**config.mk**
```make
export PLATFORM = sky130hd
export DESIGN_NAME = pipe_ctrl_flat
export DESIGN_NICKNAME = d
export VERILOG_FILES = /design/src/rtl/pipe_ctrl_if.sv /design/src/rtl/pipe_ctrl.sv /design/src/flat_wrapper.sv
export SDC_FILE = /design/constraint.sdc
export NUM_CORES = 1
export LEC_CHECK = 0
export BUFFER_PORTS_ARGS = -buffer_cell sky130_fd_sc_hd__buf_2
export CORE_AREA = 2 2 91 93
export DETAILED_ROUTE_END_ITERATION = 7
export DIE_AREA = 0 0 93 95
export PLACE_DENSITY = 0.76
export SLEW_MARGIN = 20
export SYNTH_ARGS = -nofsm -noshare
export SYNTH_HDL_FRONTEND = slang
export SYNTH_SLANG_ARGS = --single-unit
```
**constraint.sdc**
```tcl
create_clock -name clk -period 2.01 [get_ports clk]
set_clock_uncertainty 0.15 [all_clocks]
set_input_delay 0 -clock clk [delete_from_list [all_inputs] [get_ports clk]]
set_output_delay 0 -clock clk [all_outputs]
set_load 0.1 [all_outputs]
```
**src/rtl/pipe_ctrl_if.sv**
```systemverilog
// Interface between the pipeline controller and the core datapath.
// The core drives the hazard requests; the controller returns valids, enables, bubbles and counters.
interface pipe_ctrl_if #(
  parameter int NUM_STAGES = 5,
  parameter int CNT_WIDTH  = 32
);
  logic                  fetch_vld_i;
  logic [NUM_STAGES-1:0] stg_hold_i;
  logic                  load_use_i;
  logic                  br_taken_i;
  logic                  cnt_clr_i;
  logic [NUM_STAGES-1:0] stg_vld_o;
  logic [NUM_STAGES-1:0] stg_en_o;
  logic [NUM_STAGES-1:0] stg_clr_o;
  logic                  flush_o;
  logic                  retire_o;
  logic [CNT_WIDTH-1:0]  instret_o;
  logic [CNT_WIDTH-1:0]  stall_cnt_o;

  modport master (
    output fetch_vld_i, stg_hold_i, load_use_i, br_taken_i, cnt_clr_i,
    input  stg_vld_o, stg_en_o, stg_clr_o, flush_o, retire_o, instret_o, stall_cnt_o
  );

  modport slave (
    input  fetch_vld_i, stg_hold_i, load_use_i, br_taken_i, cnt_clr_i,
    output stg_vld_o, stg_en_o, stg_clr_o, flush_o, retire_o, instret_o, stall_cnt_o
  );
endinterface

```
**src/rtl/pipe_ctrl.sv**
```systemverilog
// Stall/flush control for the in-order pipeline: per-stage valid tracking, register
// load-enables and bubble insertion, plus retired-instruction and front-end stall counters.
module pipe_ctrl #(
  parameter int NUM_STAGES = 5,
  parameter int ID_STAGE   = 1,
  parameter int BR_STAGE   = 2,
  parameter int CNT_WIDTH  = 32
) (
  input logic       clk,
  input logic       arst_n,
  pipe_ctrl_if.slave bus
);

  if (NUM_STAGES < 3) begin : g_bad_num_stages
    $error("pipe_ctrl: NUM_STAGES must be >= 3");
  end
  if (ID_STAGE < 1 || ID_STAGE >= BR_STAGE) begin : g_bad_id_stage
    $error("pipe_ctrl: ID_STAGE must satisfy 1 <= ID_STAGE < BR_STAGE");
  end
  if (BR_STAGE >= NUM_STAGES - 1) begin : g_bad_br_stage
    $error("pipe_ctrl: BR_STAGE must be < NUM_STAGES-1");
  end

  logic [NUM_STAGES-1:1] vld_q;
  logic [NUM_STAGES-1:0] vld;
  logic [NUM_STAGES-1:0] hold;
  logic [NUM_STAGES-1:0] stall;
  logic [NUM_STAGES-1:0] en;
  logic [NUM_STAGES-1:0] clr;
  logic                  flush;
  logic                  retire;
  logic [CNT_WIDTH-1:0]  instret_q;
  logic [CNT_WIDTH-1:0]  stall_cnt_q;

  assign vld = {vld_q, bus.fetch_vld_i};

  always_comb begin
    hold           = bus.stg_hold_i;
    hold[ID_STAGE] = bus.stg_hold_i[ID_STAGE] | bus.load_use_i;
  end

  // A stage is frozen when it, or anything older than it, holds.
  always_comb begin
    stall                 = '0;
    stall[NUM_STAGES-1]   = hold[NUM_STAGES-1];
    for (int k = NUM_STAGES - 2; k >= 0; k--) begin
      stall[k] = hold[k] | stall[k+1];
    end
  end

  assign flush = bus.br_taken_i & vld[BR_STAGE] & ~stall[BR_STAGE];

  always_comb begin
    en  = '0;
    clr = '0;
    for (int k = 0; k < NUM_STAGES; k++) begin
      en[k] = ~stall[k] | (flush & (k <= BR_STAGE));
    end
    for (int k = 1; k < NUM_STAGES; k++) begin
      clr[k] = (flush & (k <= BR_STAGE)) | (stall[k-1] & ~stall[k]);
    end
  end

  assign retire = vld[NUM_STAGES-1] & ~hold[NUM_STAGES-1];

  // Bubble insertion wins over a simultaneous load.
  always_ff @(posedge clk or negedge arst_n) begin
    if (!arst_n) begin
      vld_q <= '0;
    end else begin
      for (int k = 1; k < NUM_STAGES; k++) begin
        if (clr[k]) begin
          vld_q[k] <= 1'b0;
        end else if (en[k]) begin
          vld_q[k] <= vld[k-1];
        end
      end
    end
  end

  always_ff @(posedge clk or negedge arst_n) begin
    if (!arst_n) begin
      instret_q   <= '0;
      stall_cnt_q <= '0;
    end else if (bus.cnt_clr_i) begin
      instret_q   <= '0;
      stall_cnt_q <= '0;
    end else begin
      if (retire) begin
        instret_q <= instret_q + CNT_WIDTH'(1);
      end
      if (stall[0] & ~flush) begin
        stall_cnt_q <= stall_cnt_q + CNT_WIDTH'(1);
      end
    end
  end

  assign bus.stg_vld_o   = vld;
  assign bus.stg_en_o    = en;
  assign bus.stg_clr_o   = clr;
  assign bus.flush_o     = flush;
  assign bus.retire_o    = retire;
  assign bus.instret_o   = instret_q;
  assign bus.stall_cnt_o = stall_cnt_q;

endmodule

```
**src/flat_wrapper.sv**
```systemverilog
// flat-port wrapper written by rule: the top's interface ports become plain ports
module pipe_ctrl_flat 
#(
  parameter int NUM_STAGES = 5,
  parameter int ID_STAGE   = 1,
  parameter int BR_STAGE   = 2,
  parameter int CNT_WIDTH  = 32
)
  (clk, arst_n, bus_fetch_vld_i, bus_stg_hold_i, bus_load_use_i, bus_br_taken_i, bus_cnt_clr_i, bus_stg_vld_o, bus_stg_en_o, bus_stg_clr_o, bus_flush_o, bus_retire_o, bus_instret_o, bus_stall_cnt_o);
  pipe_ctrl_if #(.NUM_STAGES(NUM_STAGES), .CNT_WIDTH(CNT_WIDTH)) bus_i ();
  input logic clk;
  input logic arst_n;
  input wire logic [$bits(bus_i.fetch_vld_i)-1:0] bus_fetch_vld_i;
  input wire logic [$bits(bus_i.stg_hold_i)-1:0] bus_stg_hold_i;
  input wire logic [$bits(bus_i.load_use_i)-1:0] bus_load_use_i;
  input wire logic [$bits(bus_i.br_taken_i)-1:0] bus_br_taken_i;
  input wire logic [$bits(bus_i.cnt_clr_i)-1:0] bus_cnt_clr_i;
  output wire logic [$bits(bus_i.stg_vld_o)-1:0] bus_stg_vld_o;
  output wire logic [$bits(bus_i.stg_en_o)-1:0] bus_stg_en_o;
  output wire logic [$bits(bus_i.stg_clr_o)-1:0] bus_stg_clr_o;
  output wire logic [$bits(bus_i.flush_o)-1:0] bus_flush_o;
  output wire logic [$bits(bus_i.retire_o)-1:0] bus_retire_o;
  output wire logic [$bits(bus_i.instret_o)-1:0] bus_instret_o;
  output wire logic [$bits(bus_i.stall_cnt_o)-1:0] bus_stall_cnt_o;
  assign bus_i.fetch_vld_i = bus_fetch_vld_i;
  assign bus_i.stg_hold_i = bus_stg_hold_i;
  assign bus_i.load_use_i = bus_load_use_i;
  assign bus_i.br_taken_i = bus_br_taken_i;
  assign bus_i.cnt_clr_i = bus_cnt_clr_i;
  assign bus_stg_vld_o = bus_i.stg_vld_o;
  assign bus_stg_en_o = bus_i.stg_en_o;
  assign bus_stg_clr_o = bus_i.stg_clr_o;
  assign bus_flush_o = bus_i.flush_o;
  assign bus_retire_o = bus_i.retire_o;
  assign bus_instret_o = bus_i.instret_o;
  assign bus_stall_cnt_o = bus_i.stall_cnt_o;
  pipe_ctrl #(.NUM_STAGES(NUM_STAGES), .ID_STAGE(ID_STAGE), .BR_STAGE(BR_STAGE), .CNT_WIDTH(CNT_WIDTH)) u_core (.clk(clk), .arst_n(arst_n), .bus(bus_i));
endmodule
```
Word-level counts from Yosys, hierarchy flattened. Index checks and enable logic that the tools add are counted.

Reductions and logical operators: 4. Add/subtract/negate cells: 2. Equality and inequality tests: 2. Bitwise operators: 24. Muxes and demuxes: 12.

Operators by type and width (number): 2-to-1 mux 32 bit (4); adder 32 x 1 -> 32 bit, second input constant (2); bitwise OR 1 bit (10); AND 1 bit (8); 2-to-1 mux 1 bit (8); nonzero test 2 bit (4); inverter 1 bit (6); inequality test 2 x 1 -> 1 bit, second input constant (1); inequality test 2 bit, second input constant (1).

Flip-flop bits (word level): 68. Word-level logic and storage cells: 50.

Depth between registers and ports, before layout.
Depth in word-level cells: 8. Mapped depth: 8. Depth with buffers taken out: 5.

Least setup slack after synthesis. Ideal clock, no wire load.

Path type: reg-to-output. From: register u_core.vld_q[2] in the netlist's numbering. To: output port bus_stg_clr_o[1]. Path buffers: 0. Required time: 1.860 ns. Arrival: 3.258 ns. Cell stages (with the launch flop): 4. Setup slack: -1.398 ns. Cell sequence: dfrtp_1 nand2_1 nor2_1 a21o_1.

Cells in the longest elaborated chain, start to end: 3.

RTL lines: start, declared (line pipe_ctrl.sv:24) `logic [NUM_STAGES-1:1] vld_q;`; start signal, assigned by index (line pipe_ctrl.sv:75) `vld_q[k] <= vld[k-1];`; AND 1 bit (2 in series) (line pipe_ctrl.sv:51) `assign flush = bus.br_taken_i & vld[BR_STAGE] & ~stall[BR_STAGE];`; via bus_flush_o (line flat_wrapper.sv:21) `output wire logic [$bits(bus_i.flush_o)-1:0] bus_flush_o;`; bitwise OR 1 bit (line pipe_ctrl.sv:60) `clr[k] = (flush & (k <= BR_STAGE)) | (stall[k-1] & ~stall[k]);`; end, declared (line flat_wrapper.sv:20) `output wire logic [$bits(bus_i.stg_clr_o)-1:0] bus_stg_clr_o;`.

The timed path passes the listed nets, and every way through them passes these cells.

Worst setup path in the final report.
From: register u_core.stall_cnt_q[17] (netlist: u_core.bus.stall_cnt_o[17]). To: register u_core.stall_cnt_q[26] (netlist: u_core.bus.stall_cnt_o[26]).

Cells in the longest elaborated chain, start to end: 3.

RTL lines: start, declared (line pipe_ctrl.sv:33) `logic [CNT_WIDTH-1:0] stall_cnt_q;`; start signal, assigned (line pipe_ctrl.sv:93) `stall_cnt_q <= stall_cnt_q + CNT_WIDTH'(1);`; adder 32 x 1 -> 32 bit (line pipe_ctrl.sv:93); 2-to-1 mux 32 bit (line pipe_ctrl.sv:92) `if (stall[0] & ~flush) begin`; 2-to-1 mux 32 bit (line pipe_ctrl.sv:85) `end else if (bus.cnt_clr_i) begin`.

No other way between the ends. The select of a mux whose other input is x is not followed. A chain may end at the register's enable or synchronous reset.

==> impl_metrics.csv <==
group,metric,value,unit
worst_hold_path,min_to,"u_core.bus.instret_o[8]",
yosys,seq_area_frac_synth,0.452,
die,initial_core_util,0.475,
drt,wl_per_cell,15.1,um
setup_path,critPathBufInv,1,
cells_and_area,multiInputGateArea,2100,um^2
worst_hold_path,holdPathStages,3,
drt,drc,0,
cells_and_area,n_antenna_cell,0,
die,dieHeight,95,um
timing,holdWs,15.7,ps
power_and_ir_drop,powerDensity,537,nW/um^2
place,gp_congestion,0.794,
timing,hold_violations,0,
cells_and_area,final_cells,666,
yosys,synth_fp_nets,423,
setup_path,required,2130,ps
worst_hold_path,hold_class,"in -> reg",
grt,first_global_vias,3511,
clock_network,clockBufferDepth,2,
timing,setup_slack,-67.4,ps
drt,vias,3793,
grt,grt_overflow,0,
cells_and_area,area.sequential,1920,um^2
clock_network,htree_levels,3,
setup_path,critPathKind,"reg -> reg",
timing,setup_viol,12,
power_and_ir_drop,irDropWorstVdd,0.459,mV
clock_network,path_clk_slew,80,ps
clock_network,cts-root-buf,"clkbuf_8",
cells_and_area,area_delta_synth_final,47.4,%
place,io_buffers,90,
yosys,ys_seq_elements,68,
timing,period_needed,2080,ps
timing,drv_slew,0,
yosys,syn-cell-area,3770,um^2
setup_path,rrSetupSlack,-70,ps
setup_path,critical_path.max_fanout,4,
yosys,syn_avg_cell_area,9.19,um^2
setup_path,critPathTopFamily,"simple AND/OR/NAND/NOR gates",
power_and_ir_drop,p_leak,2.32,nW
grt,grt_start_max_net_pins,78,
clock_network,worst_skew_pair.late_latency,340,ps
setup_path,path_cells,"nand4_1 -> buf_4 -> or3_1 -> or4_1 -> a21oi_2",
worst_hold_path,holdCritStartpoint,"bus_cnt_clr_i",
yosys,yosysUniqueCellTypes,40,
yosys,synthCells,410,
timing,rsz0062_at_grt,"true",
drt,wl,10000,um
setup_path,rr_worst_depth,5,
die,ios,92,
cells_and_area,num-nets-final,569,
clock_network,cts_made_buffers,9,
place,dp_hpwl,6670,um
place,dp.cells,631,
cells_and_area,nFillCells,614,
setup_path,crit_path_max_incr_delay,520,ps
setup_path,worstSetupStartpointType,"flop",
cells_and_area,drive_gt1_frac,0.490,
die,core,7930,um^2
grt,grt_use_total,0.234,
grt,grt_pass1_wl,16600,um
cells_and_area,final_cell_mix,"buf_2, buf_4, dfrtp_4, a21oi_1, nor2_1",
setup_path,timing.rr.start,"u_core.bus.stall_cnt_o[17]",
run_status,status,"complete, but fails checks",
grt,antenna_found_initial,0,
setup_path,critPathCaptureType,"flop",
die,rows,33,
setup_path,cp.arrival,2200,ps
drt,ant_nets,0,
timing,max_freq,0.481,GHz
setup_path,rr_endpoint,"u_core.bus.stall_cnt_o[26]",
drt,drt_iter0_drc,219,
die,die_w,93,um
run_status,violations,"setup timing",
cells_and_area,final_common_cell,"buf_2",
clock_network,cts_tree,"built",
flow_run,maxCapViolations,0,
yosys,yosys_warnings,0,
timing,post-route-period-util,1.03,
drt,first_pass_iters,4,
die,die-area,8840,um^2
drt,avgViaCountPerCell,5.70,
setup_path,cpMaxStageDelayCell,"or4_1",
clock_network,clock-sinks,68,
repair_timing:
item / CTS / global route
gates cloned: 0 / 0
buffers inserted: 5 / 2
hold buffers: 12 / 0
gates resized for setup: 5 / 7
pin swaps: 4 / 6
setup endpoints to repair: 13 / 30
endpoints found under the hold margin: 74 / 0
how the worst max path moves through the flow:
stage	from	end	slack, ps	cells after the start
floorplan	u_core.bus.stall_cnt_o[0]	u_core.bus.stall_cnt_o[28]	-340	6
global placement	u_core.bus.stall_cnt_o[1]	u_core.bus.stall_cnt_o[24]	-90	5
detailed placement	u_core.bus.stall_cnt_o[1]	u_core.bus.stall_cnt_o[22]	-120	5
CTS	u_core.bus.stall_cnt_o[2]	u_core.bus.stall_cnt_o[19]	-60	4
global route	u_core.bus.stall_cnt_o[5]	u_core.bus.stall_cnt_o[18]	-130	4
finish	u_core.bus.stall_cnt_o[17]	u_core.bus.stall_cnt_o[26]	-70	5
power by group:
part	switching, mW	internal [mW]	leakage [nW]
Sequential	0.0147	1.38	0.825
Clock	0.514	0.727	0.113
Combinational	0.260	0.0789	1.38
Total	0.789	2.19	2.32
flip-flops by register name (all words and copies together), names as in the netlist:
signal,count
u_core.bus.stall_cnt_o,32
u_core.vld_q,4
u_core.bus.instret_o,32
cell usage after synthesis:
master / instances / share of area
a22o_1: 1 / 0.0023
buf_4: 2 / 0.0040
clkbuf_1: 17 / 0.017
o21ba_2: 1 / 0.0027
a21o_1: 2 / 0.0040
and2_1: 6 / 0.010
inv_1: 13 / 0.013
ha_1: 2 / 0.0066
or4_1: 32 / 0.064
buf_2: 7 / 0.0093
o31ai_1: 25 / 0.050
a21oi_1: 38 / 0.050
nor2_1: 31 / 0.031
or3_1: 13 / 0.022
dfrtp_1: 68 / 0.45
nand4_1: 18 / 0.030
or4_4: 1 / 0.0030
conb_1: 1 / 0.0010
and3_1: 5 / 0.0083
nor3b_1: 1 / 0.0020
nand3_1: 19 / 0.025
nand4_2: 1 / 0.0033
buf_1: 1 / 0.0010
xor2_1: 11 / 0.026
o31a_1: 1 / 0.0023
xnor2_1: 2 / 0.0047
nor4_1: 10 / 0.017
mux2i_1: 1 / 0.0027
buf_6: 1 / 0.0030
or2_2: 1 / 0.0017
nand3b_1: 1 / 0.0020
o21ai_0: 12 / 0.016
nand2b_1: 1 / 0.0017
nand2_1: 24 / 0.024
and4_1: 6 / 0.014
nor3_1: 4 / 0.0053
mux2_2: 13 / 0.039
nor2b_1: 14 / 0.023
o41ai_1: 1 / 0.0023
and4b_1: 2 / 0.0053
per-stage QoR:
| step | TNS, ps | util | area [um^2] | setup slack [ps] | total power [mW] |
|---|---|---|---|---|---|
| finish | -444 | 0.700 | 5550 | -67.4 | 2.98 |
| floorplan | -5560 | - | 4210 | -339 | 1.65 |
| global route | -1670 | 0.700 | 5550 | -131 | 3.08 |
| CTS | -346 | 0.694 | 5500 | -62.5 | 3.01 |
| detailed placement | -642 | 0.643 | 5100 | -116 | 1.75 |
| global placement | -393 | 0.643 | 5100 | -90.7 | 1.75 |
layout make-up:
class                      count  area share
sequential                    68       0.345
inverter                      13     0.00924
multi-input combinational    301       0.378
clock buffer                  11      0.0255
timing repair buffer         163       0.205
clock inverter                 5      0.0135
tap                          105      0.0237
routing by layer:
metal	global-route usage	part of all wire	wire length, um
met2	0.386	0.50	5030
met1	0.303	0.43	4310
met3	0.0479	0.055	548
met4	0.0895	0.014	142
met5	0	0	0
worst register-to-register path, delay by kind of cell, from the launching register on:
family | cells | cell delay, ps
compound gates | 1 | 140
buf+inv | 1 | 210
flops | 1 | 410
simple gates | 3 | 1100
cell families (layout without fill, tap and decap cells):
group / after synthesis / after routing / synth area share
adders and majority gates: 2 / 2 / 0.00664
buffers and inverters: 41 / 192 / 0.0472
muxes: 14 / 14 / 0.0415
AOI/OAI and AO/OA: 81 / 81 / 0.130
other: 1 / 1 / 0.000996
xor gates and xnor gates: 13 / 13 / 0.0302
DFF: 68 / 68 / 0.452
and+or+nand+nor: 190 / 190 / 0.292
Note: power is estimated with default switching activity, not from simulation.
